--- src/rtl/led_pattern_gen.sv ---
// Multi-channel LED pattern generator: a shared 125 ms tick prescaler drives
// per-channel phase counters that select steady, blink or burst patterns.
module led_pattern_gen #(
  parameter int   CLK_FRQ     = 10500000,
  parameter int   NCH         = 4,
  parameter int   FRAME_TICKS = 32,
  parameter logic LED_ON      = 1'b1
) (
  input  logic               SYSCLK,
  input  logic               RESET_N,
  input  logic [3*NCH-1:0]   MODE,
  input  logic [4*NCH-1:0]   BURST_N,
  output logic [NCH-1:0]     LED,
  output logic               TICK
);

  localparam int TICK_CYC = CLK_FRQ / 8;
  localparam int PRE_W    = (TICK_CYC > 1) ? $clog2(TICK_CYC) : 1;
  localparam int PH_W     = $clog2(FRAME_TICKS);
  localparam logic [PRE_W-1:0] PRE_LAST = PRE_W'(TICK_CYC - 1);

  logic [PRE_W-1:0]          pre_q, pre_d;
  logic                      tick_q, tick_d;
  logic                      tick_cyc;
  logic [NCH-1:0][2:0]       cur_mode_q, cur_mode_d;
  logic [NCH-1:0][PH_W-1:0]  ph_q, ph_d;
  logic [NCH-1:0][3:0]       burst_q, burst_d;
  logic [NCH-1:0]            led_q, led_d;
  logic [NCH-1:0]            lit;

  always_comb begin
    tick_cyc = (pre_q == PRE_LAST);
    pre_d    = tick_cyc ? '0 : pre_q + PRE_W'(1);
    tick_d   = tick_cyc;
  end

  // Burst count is captured on the tick so mid-tick edits cannot glitch the LED.
  always_comb begin
    cur_mode_d = cur_mode_q;
    ph_d       = ph_q;
    burst_d    = burst_q;
    if (tick_cyc) begin
      for (int i = 0; i < NCH; i++) begin
        burst_d[i] = BURST_N[4*i +: 4];
        if (MODE[3*i +: 3] != cur_mode_q[i]) begin
          cur_mode_d[i] = MODE[3*i +: 3];
          ph_d[i]       = '0;
        end else begin
          ph_d[i] = ph_q[i] + PH_W'(1);
        end
      end
    end
  end

  always_comb begin
    lit   = '0;
    led_d = '0;
    for (int i = 0; i < NCH; i++) begin
      case (cur_mode_q[i])
        3'd1:    lit[i] = 1'b1;
        3'd2:    lit[i] = ~ph_q[i][2];
        3'd3:    lit[i] = ~ph_q[i][1];
        3'd4:    lit[i] = ~ph_q[i][0];
        3'd5:    lit[i] = ~ph_q[i][0] &&
                          (9'(ph_q[i]) < 9'({burst_q[i], 1'b0}));
        default: lit[i] = 1'b0;
      endcase
      led_d[i] = lit[i] ? LED_ON : ~LED_ON;
    end
  end

  always_ff @(posedge SYSCLK or negedge RESET_N) begin
    if (!RESET_N) begin
      pre_q      <= '0;
      tick_q     <= 1'b0;
      cur_mode_q <= '0;
      ph_q       <= '0;
      burst_q    <= '0;
      led_q      <= {NCH{~LED_ON}};
    end else begin
      pre_q      <= pre_d;
      tick_q     <= tick_d;
      cur_mode_q <= cur_mode_d;
      ph_q       <= ph_d;
      burst_q    <= burst_d;
      led_q      <= led_d;
    end
  end

  assign LED  = led_q;
  assign TICK = tick_q;

endmodule

--- config.mk ---
export PLATFORM = sky130hd
export DESIGN_NAME = led_pattern_gen
export DESIGN_NICKNAME = d
export VERILOG_FILES = /design/src/rtl/led_pattern_gen.sv
export SDC_FILE = /design/constraint.sdc
export NUM_CORES = 1
export LEC_CHECK = 0
export BUFFER_PORTS_ARGS = -buffer_cell sky130_fd_sc_hd__buf_2
export CAP_MARGIN = 0
export CORE_MARGIN = 4
export CORE_UTILIZATION = 35
export CTS_CLUSTER_SIZE = 14
export DETAILED_ROUTE_END_ITERATION = 8
export PLACE_DENSITY = 0.57
export SYNTH_ARGS = -nofsm -noshare
export SYNTH_HDL_FRONTEND = slang
export SYNTH_SLANG_ARGS = --single-unit
--- constraint.sdc ---
create_clock -name SYSCLK -period 2.2 [get_ports SYSCLK]
set_input_delay 0.11 -clock SYSCLK [delete_from_list [all_inputs] [get_ports SYSCLK]]
set_output_delay 0.11 -clock SYSCLK [all_outputs]
set_load 0.005 [all_outputs]
==> impl_metrics.env <==
export IMPL_antenna_left=0
export IMPL_drtPass1Iterations=4
export IMPL_core_rowCount=37
export IMPL_die_y_microns=112
export IMPL_status="finished clean"
export IMPL_setup_ws_ps=42.2
export IMPL_io_buffers=34
export IMPL_path_class="flop to flop"
export IMPL_hp_class="input port to flop"
export IMPL_place_congestion=0.760
export IMPL_ys_ff_latch=74
export IMPL_finClkSkew_ps=13.9
export IMPL_r2r_setup_slack_ps=40
export IMPL_totalWireLength_microns=7960
export IMPL_slew_violations=0
export IMPL_ios=35
export IMPL_syn_inst=405
export IMPL_grt_pass1_vias=3060
export IMPL_reg2reg_from="pre_q[12]"
export IMPL_ir_drop_mv=0.410
export IMPL_fin_area_sq_mm=0.00481
export IMPL_power_density_mw_per_mm2=582
export IMPL_report_final_hold_viol_count=0
export IMPL_post_cts_buffers=0
export IMPL_drc=0
export IMPL_cts_root_buf="clkbuf_8"
export IMPL_cts_sinks=74
export IMPL_synth_edf_count=0
export IMPL_via_count=3032
export IMPL_nets=538
export IMPL_antenna_found_initial=0
export IMPL_n_antenna_cell=0
export IMPL_holdPathStages=3
export IMPL_drive_above_1_share=0.183
export IMPL_yosys_warnings=0
export IMPL_synth_ff_type="dfrtp_1"
export IMPL_grt_max_degree=75
export IMPL_drt_vias_per_instance=4.80
export IMPL_yosys_top_cells_area="dfrtp_1, nand2_1, ha_1, xnor2_1, o21ai_0"
export IMPL_rsz0062_at_grt="true"
export IMPL_critPathRequiredTime_ps=2470
export IMPL_syn2layout_area_growth_pct=27.6
export IMPL_period_minus_slack_ps=2160
export IMPL_maxSlewHeadroom=0.717
export IMPL_grt_overflow=0
export IMPL_crit_path_start_kind="flop"
export IMPL_n_fill_cell=1028
export IMPL_place_ws_ps=-37.3
export IMPL_synth_common_cells="nand2_1, dfrtp_1, o21ai_0, nor2_1"
export IMPL_wire_per_inst_microns=12.6
export IMPL_critical_path_arrival_ps=2430
export IMPL_clk_latency_ps=350
export IMPL_die_area_sq_mm=0.0125
export IMPL_place_area_sq_mm=0.00424
export IMPL_path_max_fanout=6
export IMPL_core_area_sq_mm=0.0104
export IMPL_htreeDepth=3
export IMPL_crit_path_end_kind="flop"
export IMPL_cap_violations=0
export IMPL_ys_async_sr_fraction=1.00
export IMPL_finalCritPeriodShare=0.981
export IMPL_setup_worst_path_end="ph_q[13]"
export IMPL_r2r_cells=5
export IMPL_cts_buffer_depth=2
export IMPL_max_freq_ghz=0.463
export IMPL_die_w_microns=112
export IMPL_synth_top_area_share=0.492
export IMPL_path_clk_slew_ps=80
export IMPL_syn_area_sq_mm=0.00377
export IMPL_rr_endpoint="ph_q[13]"
export IMPL_avgSynthCellArea_sq_um=9.30
export IMPL_setup_violations=0
export IMPL_start_util=0.362
export IMPL_cts_tree="yes"
export IMPL_cts_inserted_buffers=9
export IMPL_power_leakage_nw=2.26
export IMPL_grt_pass1_wl_microns=13600
export IMPL_yosys_cell_types_count=32
export IMPL_hpwl_microns=5410
export IMPL_ys_seq_area_frac=0.492
export IMPL_grt_usage=0.132
export IMPL_syn_nets=452
export IMPL_crit_start="pre_q[12]"
export IMPL_yosysMostFrequentCell="nand2_1"
export IMPL_drt_iter0_drc=141
export IMPL_yosys_area_top_type="dfrtp_1"
export IMPL_worstMarginPinSlew_ps=421
cells in the final DEF, fill, tap and decap left out, types with 3 or more instances in the layout:
cell type      count
clkbuf_8          10
a21o_1             4
dfrtp_1           74
a21oi_1           12
buf_4             19
nand3_1           17
bufinv_16          3
nor2b_1            4
nand2_1           87
ha_1              17
buf_2             33
dlygate4sd3_1     28
o21ai_0           30
nor3_1             6
or4_4             10
inv_1             22
nor4_1             5
o211ai_2           4
o21ai_1            7
xnor2_1           22
xor2_1             8
nand4_1            8
o221ai_1           4
and2_1             3
nand2b_1           9
or2_2              5
o211ai_1           4
nor2_1            25
layout make-up:
type | count | area [sq um] | share of cell area
Sequential cell | 74 | 1850 | 0.385
Multi-Input combinational cell | 301 | 1830 | 0.380
Timing Repair Buffer | 83 | 631 | 0.131
Tap cell | 136 | 170 | 0.0354
Clock buffer | 12 | 145 | 0.0302
Clock inverter | 4 | 98.8 | 0.0206
Inverter | 22 | 82.6 | 0.0172
state kept, by name (all words and copies together) (netlist names):
signal / count
pre_q: 21
ph_q: 20
burst_q: 16
cur_mode_q: 12
LED: 4
TICK: 1
per-stage QoR:
| step | total power, mW | util | hold WS (ps) | TNS [ps] | std cells |
|---|---|---|---|---|---|
| after floorplan | 1.42 | - | -186 | 0 | 405 |
| after global placement | 1.49 | 0.407 | 164 | 0 | 586 |
| after detailed placement | 1.49 | 0.407 | 169 | -180 | 586 |
| after CTS | 2.85 | 0.458 | 1.72 | -59.1 | 630 |
| after global routing | 2.92 | 0.462 | 41.5 | -206 | 632 |
| final | 2.80 | 0.462 | 13.8 | 0 | 632 |
how the worst min path moves through the flow:
stage | endpoint | startpoint | slack (ps)
floorplan | LED[0] | RESET_N | -190
global placement | LED[1] | RESET_N | 160
detailed placement | cur_mode_q[5] | RESET_N | 170
CTS | cur_mode_q[2] | MODE[2] | 2
global route | cur_mode_q[2] | MODE[2] | 40
finish | cur_mode_q[2] | MODE[2] | 10
worst max-delay path: stages, from the launching register on:
cell	delay [ps]
dfrtp_1	390
nor4b_2	290
nand4_1	230
or4_4	650
or4_4	430
o211ai_1	100
power by group:
group          total [mW]  internal, mW  switching [mW]
clock                1.30         0.788           0.508
sequential           1.37          1.36         0.00455
combinational       0.136        0.0720          0.0643
total                2.80          2.22           0.577
metal layers:
metal,part of all wire,up-vias,global-route usage
met3,0.038,13,0.0386
li1,-,1555,-
met2,0.46,41,0.212
met4,0.017,0,0.0470
met5,0,-,0
met1,0.48,1423,0.171
cells by family (layout without fill, tap and decap cells):
logic type	count (synthesis)	count (layout)	share of synthesized area
flip-flops	74	74	0.492
XOR/XNOR	30	30	0.0697
buffers and inverters	32	121	0.0342
AO/OA/AOI/OAI	65	65	0.104
adder cells (fa/ha/maj)	17	17	0.0565
AND/OR/NAND/NOR	187	189	0.244
timing repair:
action	CTS	global route
gates resized for setup	0	14
hold endpoints to repair	101	0
hold buffers	28	0
endpoints found under the setup margin	8	10
pin swaps	5	11
cloned	0	2
(Power assumes the default switching activity.)
